### src/rtl/led_seq_pkg.sv
// Shared types and default widths for the LED pattern address sequencer.
package led_seq_pkg;

    localparam int unsigned ADDR_W_DEFAULT = 4;
    localparam int unsigned DIV_W_DEFAULT  = 24;

    typedef enum logic [1:0] {
        ModeUp   = 2'b00,
        ModeDown = 2'b01,
        ModePing = 2'b10,
        ModeOnce = 2'b11
    } mode_t;

    typedef enum logic [1:0] {
        StIdle = 2'b00,
        StRun  = 2'b01,
        StDone = 2'b10
    } state_t;

endpackage

### src/rtl/led_step_prescaler.sv
// Step-rate prescaler: counts 0..div_i while enabled and flags a step on the
// cycle the count reaches div_i, reloading to zero on the same edge.
module led_step_prescaler #(
    parameter int unsigned DIV_W = 24
) (
    input  logic             sys_clk,
    input  logic             reset,
    input  logic             en_i,
    input  logic             clr_i,
    input  logic [DIV_W-1:0] div_i,
    output logic             step_o
);

    logic [DIV_W-1:0] cnt_q, cnt_d;

    assign step_o = en_i && (cnt_q == div_i);

    always_comb begin
        cnt_d = cnt_q;
        if (clr_i) begin
            cnt_d = '0;
        end else if (step_o) begin
            cnt_d = '0;
        end else if (en_i) begin
            cnt_d = cnt_q + DIV_W'(1);
        end
    end

    always_ff @(posedge sys_clk or negedge reset) begin
        if (!reset) begin
            cnt_q <= '0;
        end else begin
            cnt_q <= cnt_d;
        end
    end

endmodule

### src/rtl/led_pattern_sequencer.sv
// Drives the LED pattern memory address through a latched [start,end] window
// in one of four walk modes, advancing once per prescaler step.
module led_pattern_sequencer
    import led_seq_pkg::*;
#(
    parameter int unsigned ADDR_W = ADDR_W_DEFAULT,
    parameter int unsigned DIV_W  = DIV_W_DEFAULT
) (
    input  logic              sys_clk,
    input  logic              reset,
    input  logic              start_i,
    input  logic              stop_i,
    input  logic              enable_i,
    input  logic [1:0]        mode_i,
    input  logic [ADDR_W-1:0] start_addr_i,
    input  logic [ADDR_W-1:0] end_addr_i,
    input  logic [DIV_W-1:0]  div_i,
    output logic [ADDR_W-1:0] addr_o,
    output logic              active_o,
    output logic              done_o,
    output logic              wrap_o,
    output logic              err_o
);

    localparam logic [ADDR_W-1:0] AddrOne = ADDR_W'(1);

    state_t            state_q, state_d;
    mode_t             mode_q, mode_d;
    logic [ADDR_W-1:0] addr_q, addr_d;
    logic [ADDR_W-1:0] lo_q, lo_d;
    logic [ADDR_W-1:0] hi_q, hi_d;
    logic [DIV_W-1:0]  div_q, div_d;
    logic              dir_down_q, dir_down_d;
    logic              active_q, active_d;
    logic              done_q, done_d;
    logic              wrap_q, wrap_d;
    logic              err_q, err_d;
    logic              load;
    logic              clr;
    logic              step;

    led_step_prescaler #(
        .DIV_W (DIV_W)
    ) u_prescaler (
        .sys_clk (sys_clk),
        .reset   (reset),
        .en_i    ((state_q == StRun) && enable_i),
        .clr_i   (clr),
        .div_i   (div_q),
        .step_o  (step)
    );

    always_comb begin
        state_d    = state_q;
        mode_d     = mode_q;
        addr_d     = addr_q;
        lo_d       = lo_q;
        hi_d       = hi_q;
        div_d      = div_q;
        dir_down_d = dir_down_q;
        wrap_d     = 1'b0;
        err_d      = 1'b0;
        load       = 1'b0;
        clr        = 1'b0;

        case (state_q)
            StIdle, StDone: begin
                if (stop_i) begin
                    state_d = StIdle;
                end else if (start_i) begin
                    load = 1'b1;
                end
            end
            StRun: begin
                if (stop_i) begin
                    state_d = StIdle;
                end else if (step) begin
                    case (mode_q)
                        ModeUp: begin
                            if (addr_q == hi_q) begin
                                addr_d = lo_q;
                                wrap_d = 1'b1;
                            end else begin
                                addr_d = addr_q + AddrOne;
                            end
                        end
                        ModeDown: begin
                            if (addr_q == lo_q) begin
                                addr_d = hi_q;
                                wrap_d = 1'b1;
                            end else begin
                                addr_d = addr_q - AddrOne;
                            end
                        end
                        ModePing: begin
                            // A one-word window has no turnaround, so every step counts as a period.
                            if (lo_q == hi_q) begin
                                wrap_d = 1'b1;
                            end else if (!dir_down_q && addr_q == hi_q) begin
                                dir_down_d = 1'b1;
                                addr_d     = hi_q - AddrOne;
                            end else if (dir_down_q && addr_q == lo_q) begin
                                dir_down_d = 1'b0;
                                addr_d     = lo_q + AddrOne;
                                wrap_d     = 1'b1;
                            end else if (dir_down_q) begin
                                addr_d = addr_q - AddrOne;
                            end else begin
                                addr_d = addr_q + AddrOne;
                            end
                        end
                        default: begin
                            if (addr_q == hi_q) begin
                                state_d = StDone;
                                wrap_d  = 1'b1;
                            end else begin
                                addr_d = addr_q + AddrOne;
                            end
                        end
                    endcase
                end
            end
            default: state_d = StIdle;
        endcase

        if (load) begin
            if (start_addr_i <= end_addr_i) begin
                state_d    = StRun;
                mode_d     = mode_t'(mode_i);
                lo_d       = start_addr_i;
                hi_d       = end_addr_i;
                div_d      = div_i;
                dir_down_d = 1'b0;
                clr        = 1'b1;
                addr_d     = (mode_t'(mode_i) == ModeDown) ? end_addr_i : start_addr_i;
            end else begin
                err_d = 1'b1;
            end
        end

        active_d = (state_d == StRun);
        done_d   = (state_d == StDone);
    end

    always_ff @(posedge sys_clk or negedge reset) begin
        if (!reset) begin
            state_q    <= StIdle;
            mode_q     <= ModeUp;
            addr_q     <= '0;
            lo_q       <= '0;
            hi_q       <= '0;
            div_q      <= '0;
            dir_down_q <= 1'b0;
            active_q   <= 1'b0;
            done_q     <= 1'b0;
            wrap_q     <= 1'b0;
            err_q      <= 1'b0;
        end else begin
            state_q    <= state_d;
            mode_q     <= mode_d;
            addr_q     <= addr_d;
            lo_q       <= lo_d;
            hi_q       <= hi_d;
            div_q      <= div_d;
            dir_down_q <= dir_down_d;
            active_q   <= active_d;
            done_q     <= done_d;
            wrap_q     <= wrap_d;
            err_q      <= err_d;
        end
    end

    assign addr_o   = addr_q;
    assign active_o = active_q;
    assign done_o   = done_q;
    assign wrap_o   = wrap_q;
    assign err_o    = err_q;

endmodule

### config.mk
export PLATFORM = sky130hd
export DESIGN_NAME = led_pattern_sequencer
export DESIGN_NICKNAME = d
export VERILOG_FILES = /design/src/rtl/led_seq_pkg.sv /design/src/rtl/led_step_prescaler.sv /design/src/rtl/led_pattern_sequencer.sv
export SDC_FILE = /design/constraint.sdc
export NUM_CORES = 1
export LEC_CHECK = 0
export BUFFER_PORTS_ARGS = -buffer_cell sky130_fd_sc_hd__buf_4
export CAP_MARGIN = 20
export CORE_UTILIZATION = 62
export DETAILED_ROUTE_END_ITERATION = 10
export PLACE_DENSITY = 0.84
export SYNTH_ARGS = -nofsm -noshare
export SYNTH_HDL_FRONTEND = slang
export SYNTH_SLANG_ARGS = --single-unit
### constraint.sdc
create_clock -name sys_clk -period 4.9 [get_ports sys_clk]
set_input_delay 0.49 -clock sys_clk [delete_from_list [all_inputs] [get_ports sys_clk]]
set_output_delay 0.49 -clock sys_clk [all_outputs]
set_load 0.05 [all_outputs]
# After elaboration in Yosys (flattened, before gate mapping)
# Cells that the tools add are included.
[totals] regBits=69 input_bits=39 out_inout_bits=8 wordCells=90
[classes] n_addsub=5 order_cmp=1 eq_ne=11 muxes=50 reduce_logical=11
[op_table] cell="two-way mux 24 bit" count=3
[op_table] cell="two-way mux 4 bit" count=13
[op_table] cell="adder 24 x 1 -> 24 bit, second input constant" count=1
[op_table] cell="== test 24 bit" count=1
[op_table] cell="two-way mux 1 bit" count=24
[op_table] cell="two-way mux 2 bit" count=7
[op_table] cell="== test 4 bit" count=3
[op_table] cell="one-hot mux 4 bit (3 select lines)" count=1
[op_table] cell="adder 4 x 1 -> 4 bit, second input constant" count=2
[op_table] cell="== test 2 x 1 -> 1 bit, second input constant" count=4
[op_table] cell="subtractor 4 x 1 -> 4 bit, second input constant" count=2
[op_table] cell="== test 2 bit, second input constant" count=3
[op_table] cell="less-or-equal comparator 4 bit" count=1
[op_table] cell="logical AND 1 bit" count=4
[op_table] cell="zero test 2 bit" count=2
[op_table] cell="one-hot mux 2 bit (2 select lines)" count=1
[op_table] cell="nonzero test 3 bit" count=1
[op_table] cell="OR reduction 3 bit" count=1
[op_table] cell="one-hot mux 1 bit (2 select lines)" count=1
[op_table] cell="AND reduction 2 bit" count=1
[op_table] cell="OR reduction 2 bit" count=1
[op_table] cell="zero test 1 bit" count=1

# Depth between registers and ports, before layout
# Gate-level depths: netlist (run 1).
[depth] word_depth=11 ltp_mapped=10 ltp_nobuf=8

# Modules after synthesis
# Synthesis (run 1) repeated with hierarchy kept, for this count alone.
[hier_totals] cells_unflattened=443 area_unflattened_um2=4300.4
[modules_own_cells] module="led_pattern_sequencer" instances=1 cells_per_inst=260 area_each_um2=2681.3 seq_area_each_um2=1126.1
[modules_own_cells] module="led_step_prescaler" instances=1 cells_per_inst=183 area_each_um2=1619.1 seq_area_each_um2=600.6

# Worst setup path after synthesis (run 1)
# Ideal clock, no wire load.
[synth_path] kind="reg-to-reg" startpoint="register addr_q[0] (netlist: addr_o[0])" endpoint="register addr_q[1] (netlist: addr_o[1])" setup_ns=0.125 arrival_time_ns=2.354 required_ns=4.775 setup_slack_ns=2.421 stages_incl_launch_ff=8 path_buffers=1 period_less_slack_ns=2.479 path_cell_list="dfrtp_1 buf_2 xor2_1 nor4_4 mux2_2 a221o_1 a31oi_1 o21ai_1"
[synth_between] elab_chain_len=11 elab_cells_between_ends=19 cone_classes="add/sub: 2; eq/ne: 2; mux: 13; reduce/logical: 2"
[synth_lines] element="start: declaration" line_no="led_pattern_sequencer.sv:29" rtl="logic [ADDR_W-1:0] addr_q, addr_d;"
[synth_lines] element="start signal: assignment" line_no="led_pattern_sequencer.sv:161" rtl="addr_q <= addr_d;"
[synth_lines] element="adder 4 x 1 -> 4 bit, or another cell as far along" line_no="led_pattern_sequencer.sv:84, led_pattern_sequencer.sv:109, led_pattern_sequencer.sv:117"
[synth_lines] element="two-way mux 4 bit / logical AND 1 bit (equally long branches)" line_no="led_pattern_sequencer.sv:106, led_pattern_sequencer.sv:102"
[synth_lines] element="two-way mux 4 bit" line_no="led_pattern_sequencer.sv:102" rtl="end else if (dir_down_q && addr_q == lo_q) begin"
[synth_lines] element="two-way mux 4 bit" line_no="led_pattern_sequencer.sv:99" rtl="end else if (!dir_down_q && addr_q == hi_q) begin"
[synth_lines] element="two-way mux 4 bit" line_no="led_pattern_sequencer.sv:97" rtl="if (lo_q == hi_q) begin"
[synth_lines] element="one-hot mux 4 bit (3 select lines) *" line_no="led_pattern_sequencer.sv:78" rtl="case (mode_q)"
[synth_lines] element="two-way mux 4 bit *" line_no="led_pattern_sequencer.sv:77" rtl="end else if (step) begin"
[synth_lines] element="two-way mux 4 bit *" line_no="led_pattern_sequencer.sv:75" rtl="if (stop_i) begin"
[synth_lines] element="two-way mux 4 bit *" line_no="led_pattern_sequencer.sv:66" rtl="case (state_q)"
[synth_lines] element="two-way mux 4 bit" line_no="led_pattern_sequencer.sv:127" rtl="if (start_addr_i <= end_addr_i) begin"
[synth_lines] element="two-way mux 4 bit *" line_no="led_pattern_sequencer.sv:126" rtl="if (load) begin"
[synth_lines] element="via addr_d[1]" line_no="led_pattern_sequencer.sv:29"
# Mark *: on every way through the listed nets, which the timed path passes. The rest lies on a longest branch.
# A chain may end at the register's enable or synchronous reset.

# Final worst setup path (run 1)
[layout_path] startpoint="register addr_q[2] (netlist: addr_o[2])" endpoint="register addr_q[1] (netlist: addr_o[1])"
[layout_between] elab_chain_len=11 elab_cells_between_ends=16 cone_classes="eq/ne: 2; mux: 12; reduce/logical: 2"
[layout_lines] element="== test 4 bit" line_no="led_pattern_sequencer.sv:88, led_pattern_sequencer.sv:102"
[layout_lines] element="logical AND 1 bit" line_no="led_pattern_sequencer.sv:102"
[layout_lines] element="two-way mux 4 bit" line_no="led_pattern_sequencer.sv:102"
[layout_lines] element="two-way mux 4 bit" line_no="led_pattern_sequencer.sv:99"
[layout_lines] element="two-way mux 4 bit" line_no="led_pattern_sequencer.sv:97"
[layout_lines] element="one-hot mux 4 bit (3 select lines) *" line_no="led_pattern_sequencer.sv:78"
[layout_lines] element="two-way mux 4 bit *" line_no="led_pattern_sequencer.sv:77"
[layout_lines] element="two-way mux 4 bit *" line_no="led_pattern_sequencer.sv:75"
[layout_lines] element="two-way mux 4 bit *" line_no="led_pattern_sequencer.sv:66"
[layout_lines] element="two-way mux 4 bit" line_no="led_pattern_sequencer.sv:127"
[layout_lines] element="two-way mux 4 bit *" line_no="led_pattern_sequencer.sv:126"
[layout_lines] element="via addr_d[1]" line_no="led_pattern_sequencer.sv:29"
# Marks and branches as above.

==> results of run 1 <==
-- cell families after synthesis --
kind of cell               Yosys count
and+or+nand+nor                    223
xor gates and xnor gates            69
DFF                                 69
AOI/OAI and AO/OA                   49
buffers and inverters               41
muxes                               13
adders and majority gates           13
-- cells in the mapped netlist, types with 2 or more instances --
library cell / instances / share of area
nand3_1: 18 / 0.022
or4_1: 2 / 0.0036
dfrtp_1: 69 / 0.41
nor3_1: 10 / 0.012
xor2_1: 27 / 0.057
inv_1: 15 / 0.013
buf_2: 5 / 0.0060
buf_6: 4 / 0.011
o211ai_1: 2 / 0.0036
xnor2_1: 41 / 0.086
and3_1: 4 / 0.0060
ha_1: 13 / 0.039
nor2_1: 32 / 0.029
o22ai_1: 2 / 0.0030
nand2_1: 114 / 0.10
a21o_1: 3 / 0.0054
mux2i_1: 11 / 0.026
or2_2: 4 / 0.0060
nor2b_1: 3 / 0.0045
buf_1: 2 / 0.0018
a221o_1: 2 / 0.0048
o21ai_1: 2 / 0.0024
a21oi_1: 7 / 0.0084
and2_1: 3 / 0.0045
o21ai_0: 16 / 0.019
clkbuf_1: 15 / 0.013
mux2_2: 2 / 0.0054
nand2b_1: 3 / 0.0045
a31oi_1: 6 / 0.0090
nand4_1: 19 / 0.028
-- state kept, by name, indices dropped and copies added, names as in the netlist --
register and cells:
hi_q 4, addr_o 4, state_q 2, mode_q 2, done_o 1, wrap_o 1, lo_q 4, dir_down_q 1
err_o 1, div_q 24, active_o 1, u_prescaler.cnt_q 24
-- metrics by stage --
step           cells    util  setup slack, ns
2_1_floorplan    477       -            2.421
3_3_place_gp     576  0.7013            2.151
3_5_place_dp     576  0.7013            2.076
4_1_cts          591  0.7273            2.236
5_1_grt          592  0.7296            2.231
6_report         592  0.7296            2.384
-- per-layer routing --
layer  routed length [um]  vias to the layer above  share of wire  global-route usage
li1                     -                     1654              -                   -
met1                 4205                     1658           0.42              0.3768
met2                 5014                      104           0.50              0.5216
met3                  404                       25          0.041             0.04451
met4                  312                        0          0.031              0.1426
met5                    0                        -              0                   0
-- report_power, final --
part | switching, mW | total [mW] | internal [mW] | leakage (nW)
Clock | 0.216 | 0.409 | 0.193 | 0.0812
Combinational | 0.400 | 0.716 | 0.316 | 1.23
Sequential | 0.149 | 0.820 | 0.672 | 0.900
Total | 0.765 | 1.95 | 1.18 | 2.21
-- path summary, 6_finish.rpt --
path | from | to | slack [ns]
min in group sys_clk | stop_i | state_q[1] | 0.33
max reg2reg | addr_o[2] | addr_o[1] | 2.38
min | reset | hi_q[3] | 0.25
max in group asynchronous | reset | dir_down_q | 4.08
max | addr_o[2] | addr_o[1] | 2.38
min reg2reg | div_q[10] | div_q[10] | 0.50
-- worst max-delay path: cells and delay by family (launching register included) --
kind / cells / cell delay [ns]
xor+xnor: 1 / 0.19
mux: 1 / 0.41
flops: 1 / 0.61
compound gates: 3 / 0.53
simple gates: 1 / 0.67
-- final cells by class --
cell class	instances	share of cell area
clock buffer	11	0.03017
clock inverter	4	0.005340
timing repair buffer	49	0.08011
inverter	15	0.01202
sequential	69	0.3685
multi-input combinational	367	0.4833
tap	77	0.02056
==> out/metrics.cfg, run 1 <==
[run_status]
outcome = finished with violations
violations = DRC

[routing]
postRouteWirelength_mm = 9.937
num_vias = 3441
drt-pass1-iter-count = 7
routed_via_density = 5.813
detail_route.wl_per_cell_um = 16.79
drt-initial-drc-count = 175
final_antenna_net_count = 0
drcViolationCount = 8

[sta]
worstMarginPinSlew_ns = 0.8540
drv_slew = 0
setup_viol = 0
hold_viol = 0
clock.fmax_mhz = 397.5
min_period_ns = 2.516
whs_ns = 0.2469
fin_crit_sh = 0.5135
skew_ns = 0.009188
rsz0062_at_grt = false
relSlewSlack = 0.4307
fin_tns_setup_ns = 0

[finish]
final_common_cell = nand2_1
layout-drive-gt1-share = 0.1476
syn2layout_area_growth_pct = 12.16
fillerInstances = 489
final_cell_mix = 114 x nand2_1, 69 x dfrtp_1, 48 x buf_4
ff_latch_area_um2 = 1727
nets = 563
final_area_um2 = 4686
multi_input_area_um2 = 2265
diodes = 0

[floorplan]
start_util = 0.6505
design.die.area_um2 = 7070
core_um2 = 6422
num_rows = 29
die_h_um = 84.09
dieWidth_um = 84.09
io_pins = 47

[placed_design]
hpwl_mm = 6.875
gp_congestion = 0.9076
placed_area_um2 = 4504
portBuffers = 46

[yosys]
avgSynthCellArea_um2 = 8.758
ys_seq_area_frac = 0.4133
synth_xor_area_frac = 0.1465
muxShareOfSynthArea = 0.03175
ys_warn_count = 0
synth_flop_cell = dfrtp_1
synth-edff-count = 0
syn_area_um2 = 4178
synthDistinctLibCells = 51
synth-adder-area-share = 0.03893
synthArstFlopShare = 1.000
synthCells = 477
synth_fp_nets = 529
synth_compound_area_frac = 0.07667
post_synth_and_or_nand_nor_area_fraction = 0.2474
ys_ff_latch = 69
synth_top_family_by_area = simple AND/OR/NAND/NOR gates

[cts]
path_clk_slew_ns = 0.08
ctsResizeCount = 0
cts_tree = built
numCtsBuffers = 9
root_buffer = clkbuf_8
cts_max_level = 3
post_cts_buffers = 0
clk_latency_ns = 0.34
cts_hold_buf = 0
clock_sink_count = 69
cts_buffer_depth = 2

[setup_path]
rr_worst_depth = 6
critPathKind = flip-flop to flip-flop
startpoint_type = flip-flop
cp_max_fo = 10
crit_path_end_kind = flip-flop
crit_path_max_incr_delay_ns = 0.67
cp.arrival_ns = 2.74
crit_slowest_cell = nor4_4
required_ns = 5.12
path_cells = xor2_1, nor4_4, mux2_2, a221o_1, a31oi_1, o21ai_1

[global_routing]
antenna_found_initial = 0
grt_max_degree = 70
grt_pass1_wl_mm = 16.78
gr-total-overflow = 0
track_usage = 0.3036
grt_pass1_vias = 3547

[pwr]
finalPower_mw = 1.946
powerDensity_nw_per_um2 = 415.3
ir_worst_vdd_mv = 0.2181
power_leakage_nw = 2.212

[min_path]
hp-class = input port to async pin

[flow_run]
drv_cap = 0

Note: power is estimated with default switching activity, not from simulation.
==> inputs of run 2 (changes only) <==
Settings changed: CORE_UTILIZATION 62 to 59, PLACE_DENSITY 0.84 to 0.8.
Clock period 4.9 ns to 2.4 ns, I/O delays scaled along.
==> run 2 against run 1 <==
  * The flow now finishes without violations
  * Fmax up 13%
  * Die area increased by 5.0%
  * Final cell count rose by 6.3%
  * Sequential power is 98% higher
  * First-iteration DRC count down 8.0%
  * Clock-buffer cell count is 1 higher
  * Via count grew 2.6%
  * Utilization fell by 1.5 points
  * Sequential cell count stayed put
  * Setup slack lost 2.2 ns
  * Global-route usage decreased by 0.26 points
  * Highest routed layer unchanged
==> out/metrics.cfg, run 2 (synthesized netlist as in run 1, its figures left out) <==
[cts]
cts_max_level = 3
ctsResizeCount = 0
clk_latency_ns = 0.34
path_clk_slew_ns = 0.08
cts_buffer_depth = 2
numCtsBuffers = 9
root_buffer = clkbuf_8
clock_sink_count = 69
cts_tree = built

[pwr]
power_frac_clock = 0.240
power_leakage_nw = 2.313
ir_worst_vdd_mv = 0.4755
switchingPower_mw = 1.584
combPwrFrac = 0.380
powerDensity_nw_per_um2 = 874.3
pwr-share-seq = 0.380
switching_share = 0.3713
internal_power_mw = 2.682

[sta]
hold_viol = 0
fin_tns_setup_ns = 0
drv_slew = 0
rsz0062_at_grt = false
worstMarginPinSlew_ns = 0.8930
fin_crit_sh = 0.9283
relSlewSlack = 0.4046
min_period_ns = 2.228
clock.fmax_mhz = 448.8
skew_ns = 0.008134
setup_viol = 0

[routing]
detail_route.wl_per_cell_um = 16.10
num_vias = 3529
drt-pass1-iter-count = 4
routed_via_density = 5.610
postRouteWirelength_mm = 10.13
drt-initial-drc-count = 161
drcViolationCount = 0
final_antenna_net_count = 0

[setup_path]
required_ns = 2.64
critPathKind = flip-flop to flip-flop
crit_path_end_kind = flip-flop
cp_max_fo = 10
startpoint_type = flip-flop
cp.arrival_ns = 2.46

[finish]
diodes = 0
layout-drive-gt1-share = 0.1782
layoutNonFillerInstCount = 629
syn2layout_area_growth_pct = 16.77
final_common_cell = nand2_1
reg_top3 = div_q (24), u_prescaler.cnt_q (24)
post-route-util = 0.7141
fillerInstances = 546
nets = 580
final_cell_mix = 114 x nand2_1, 66 x dfrtp_1, 66 x buf_4

[floorplan]
die_h_um = 86.15
core_um2 = 6832
num_rows = 30
design.die.area_um2 = 7422
start_util = 0.6115
dieWidth_um = 86.15
io_pins = 47

[global_routing]
grt_pass1_wl_mm = 17.08
gr-total-overflow = 0
grt_pass1_vias = 3542
track_usage = 0.3011
grt_max_degree = 70
antenna_found_initial = 0

[run_status]
outcome = finished, final reports clean

[min_path]
hp-class = input port to async pin

[placed_design]
hpwl_mm = 7.425
dp.cells = 610
gp_congestion = 0.9452
portBuffers = 46

[flow_run]
drv_cap = 0

==> run 2: area by class of cell <==
cell class / instances / area [um2] / area share
clock inverter: 4 / 72.57 / 0.01488
sequential: 69 / 1730 / 0.3547
multi-input combinational: 367 / 2268 / 0.4650
timing repair buffer: 66 / 495.5 / 0.1016
inverter: 15 / 56.30 / 0.01154
clock buffer: 12 / 135.1 / 0.02770
tap: 96 / 120.1 / 0.02462
==> run 2: worst paths after layout <==
kind	from	endpoint	slack, ns	depth (start not counted)
setup / recovery	addr_o[1]	addr_o[0]	0.17	7
max in group asynchronous	reset	addr_o[0]	1.73	1
setup reg to reg	addr_o[1]	addr_o[0]	0.17	7
min in group sys_clk	stop_i	state_q[1]	0.08	2
hold / removal	reset	active_o	0.006	1
hold reg to reg	div_q[7]	div_q[7]	0.50	2
==> run 2: power by group through the flow <==
stage	combinational, mW	clock, mW	sequential [mW]
after floorplan	1.18	0	1.62
after global placement	1.57	0	1.64
after detailed placement	1.59	0	1.65
after CTS	1.60	1.04	1.62
after global routing	1.79	1.08	1.65
final	1.62	1.02	1.62
==> run 2: timing repair <==
| action | CTS | global route |
|---|---|---|
| hold endpoints to repair | 0 | 0 |
| buffers inserted | 0 | 3 |
| endpoints found under the setup margin | 0 | 1 |
| hold buffers | 0 | 0 |
==> run 2: critical path, cell delays in order, from the launching register on <==
cell     delay, ns
dfrtp_2       0.49
xor2_1        0.20
nor4_4        0.27
buf_4         0.23
mux2i_1       0.21
a22oi_1       0.10
a221o_1       0.38
a31oi_1       0.23
==> run 2: metrics by stage <==
stage / total power [mW] / setup WS [ns] / cell area, um2 / hold WS, ns
floorplan: 2.802 / 0.02060 / 4188 / -0.05559
global placement: 3.203 / 0.3015 / 4648 / 0.4152
detailed placement: 3.235 / 0.2347 / 4648 / 0.4196
CTS: 4.262 / 0.1750 / 4856 / 0.04913
global route: 4.516 / 0.09717 / 4878 / 0.07965
finish: 4.265 / 0.1721 / 4878 / 0.005592
==> run 2: per-layer routing <==
layer  vias up  routed length [um]  global-route usage
li1       1693                   -                   -
met4         0                 351              0.1364
met5         -                   0                   0
met1      1704                4177              0.3680
met3        30                 427             0.04909
met2       102                5169              0.5224
==> inputs of run 3 (changes only) <==
Settings changed: CORE_UTILIZATION 59 to 53, PLACE_DENSITY 0.8 to 0.76.
Clock period 2.4 ns to 1.86 ns, I/O delays scaled along.
==> run 3 against run 2 <==
  * Via count rose by 19%
  * Clock skew rose by 0.0098 ns
  * The run now ends with setup timing left
  * Wire length rose by 42%
  * Highest routed layer unchanged
  * Clock-buffer cell count shrank 3
==> out/metrics.cfg, run 3 (synthesized netlist as in run 1, its figures left out) <==
[finish]
post-route-util = 0.7933
final_common_cell = buf_4
nets = 647
syn2layout_area_growth_pct = 45.97
layout-drive-gt1-share = 0.4117
fillerInstances = 440
reg_top3 = div_q (24), u_prescaler.cnt_q (24)
diodes = 0
final_cell_mix = 102 x buf_4, 66 x nand2_1, 65 x dfrtp_1

[sta]
min_period_ns = 2.090
clock.fmax_mhz = 478.4
drv_slew = 0
hold_viol = 0
rsz0062_at_grt = true
skew_ns = 0.01798
setup_viol = 60
fin_ws_ns = -0.2305
fin_crit_sh = 1.124
relSlewSlack = 0.6040
worstMarginPinSlew_ns = 0.5941

[min_path]
hp-start = div_i[1]
hp-class = input port to flip-flop
min_path_cells = 3
whs_endpoint = div_q[1]

[setup_path]
cp.arrival_ns = 2.38
path_cells = or3b_4, or2_4, o211ai_4, buf_12, buf_12, nand4_1, xor2_1, nor2_1
path_buf_inv = 2
r2r_end = u_prescaler.cnt_q[16]
r2r-start = state_q[0]
rr_worst_depth = 8
cp_max_fo = 5
crit_path_end_kind = flip-flop
crit_path_max_incr_delay_ns = 0.40
critPathKind = flip-flop to flip-flop
reg2reg_slack_ns = -0.23
crit_slowest_cell = dfrtp_1
startpoint_type = flip-flop
cp_common_cell = buf_12
required_ns = 2.15
cpLargestDelayFamily = simple AND/OR/NAND/NOR gates

[cts]
cts_buffer_depth = 2
clock_sink_count = 69
clk_latency_ns = 0.37
numCtsBuffers = 9
path_clk_slew_ns = 0.10
cts_max_level = 3
root_buffer = clkbuf_8
cts_tree = built

[floorplan]
start_util = 0.5435
num_rows = 32
design.die.area_um2 = 8242
dieWidth_um = 90.79
die_h_um = 90.79
core_um2 = 7687
io_pins = 47

[global_routing]
track_usage = 0.2938
grt_max_degree = 32
antenna_found_initial = 0
grt_pass1_wl_mm = 18.81
gr-total-overflow = 0
grt_pass1_vias = 3843

[pwr]
power_frac_clock = 0.212
switchingPower_mw = 2.573
powerDensity_nw_per_um2 = 1043
finalPower_mw = 6.360
ir_worst_vdd_mv = 0.6885
combPwrFrac = 0.462
power_leakage_nw = 2.934
pwr-share-seq = 0.326
switching_share = 0.4045
internal_power_mw = 3.787

[routing]
detail_route.wl_per_cell_um = 20.51
num_vias = 4215
drt-pass1-iter-count = 5
drt-initial-drc-count = 246
final_antenna_net_count = 0
postRouteWirelength_mm = 14.40
routed_via_density = 6.004
drcViolationCount = 0

[flow_run]
drv_cap = 0

[placed_design]
gp_congestion = 0.8893
hpwl_mm = 8.094
portBuffers = 46

[run_status]
outcome = finished with violations
violations = setup timing

## run 3: cell types whose count changed in the layout (fill, tap and decap cells not counted), sizes merged
cell         previous run  this run
inv                    15        18
clkbuf                 12        15
bufinv                  2         1
buf                    66       126
dlygate4sd3             0         1
clkinvlp                1         2
## run 3: power groups by stage
stage | sequential, mW | combinational [mW] | clock (mW)
6_report | 2.07 | 2.94 | 1.35
3_3_place_gp | 2.05 | 2.34 | 0
5_1_grt | 2.10 | 3.13 | 1.41
2_1_floorplan | 2.10 | 1.54 | 0
3_5_place_dp | 2.06 | 2.38 | 0
4_1_cts | 2.04 | 2.50 | 1.33
## run 3: layout make-up
cell class | instances | area, um2 | share of cell area
Timing Repair Buffer | 133 | 1269 | 0.2080
Sequential cell | 69 | 1732 | 0.2840
Clock buffer | 9 | 123.9 | 0.02031
Tap cell | 102 | 127.6 | 0.02093
Multi-Input combinational cell | 367 | 2708 | 0.4440
Clock inverter | 7 | 82.58 | 0.01354
Inverter | 15 | 56.30 | 0.009233
## run 3: routing by layer
metal | share of wire | vias up | global-route usage
li1 | - | 1829 | -
met1 | 0.36 | 2092 | 0.3459
met2 | 0.52 | 229 | 0.5202
met3 | 0.075 | 65 | 0.06650
met4 | 0.048 | 0 | 0.1111
met5 | 0 | - | 0
## run 3: worst max-delay path by stage
| stage | to | depth (start not counted) | startpoint | slack [ns] |
|---|---|---|---|---|
| global route | dir_down_q | 7 | div_q[10] | -0.32 |
| finish | u_prescaler.cnt_q[16] | 8 | state_q[0] | -0.23 |
| detailed placement | dir_down_q | 6 | u_prescaler.cnt_q[11] | -0.23 |
| global placement | active_o | 7 | u_prescaler.cnt_q[17] | -0.19 |
| CTS | dir_down_q | 6 | u_prescaler.cnt_q[23] | -0.12 |
| floorplan | addr_o[1] | 7 | addr_o[1] | -0.47 |
## run 3: repair_timing
item,CTS,global route
cloned,0,9
setup buffers,4,9
resized for setup,22,112
hold buffers,1,0
endpoints found under the setup margin,63,66
pin swaps,14,61
hold endpoints to repair,26,0
## run 3: worst reg2reg max path: stages, from the launching register on
cell and delay (ns):
dfrtp_1 0.40, or3b_4 0.40, or2_4 0.28, o211ai_4 0.18, buf_12 0.17, buf_12 0.12
nand4_1 0.13, xor2_1 0.20, nor2_1 0.14
## run 3: per-stage QoR
stage | cells | hold WS, ns | setup TNS, ns | cell area, um2 | setup slack [ns]
floorplan | 477 | -0.1096 | -2.418 | 4215 | -0.4733
global placement | 664 | 0.1346 | -3.710 | 5092 | -0.1913
detailed placement | 664 | 0.1389 | -5.898 | 5092 | -0.2303
CTS | 685 | 0.001284 | -1.129 | 5429 | -0.1185
global route | 702 | 0.006291 | -9.361 | 6098 | -0.3178
finish | 702 | 0.007220 | -5.340 | 6098 | -0.2305
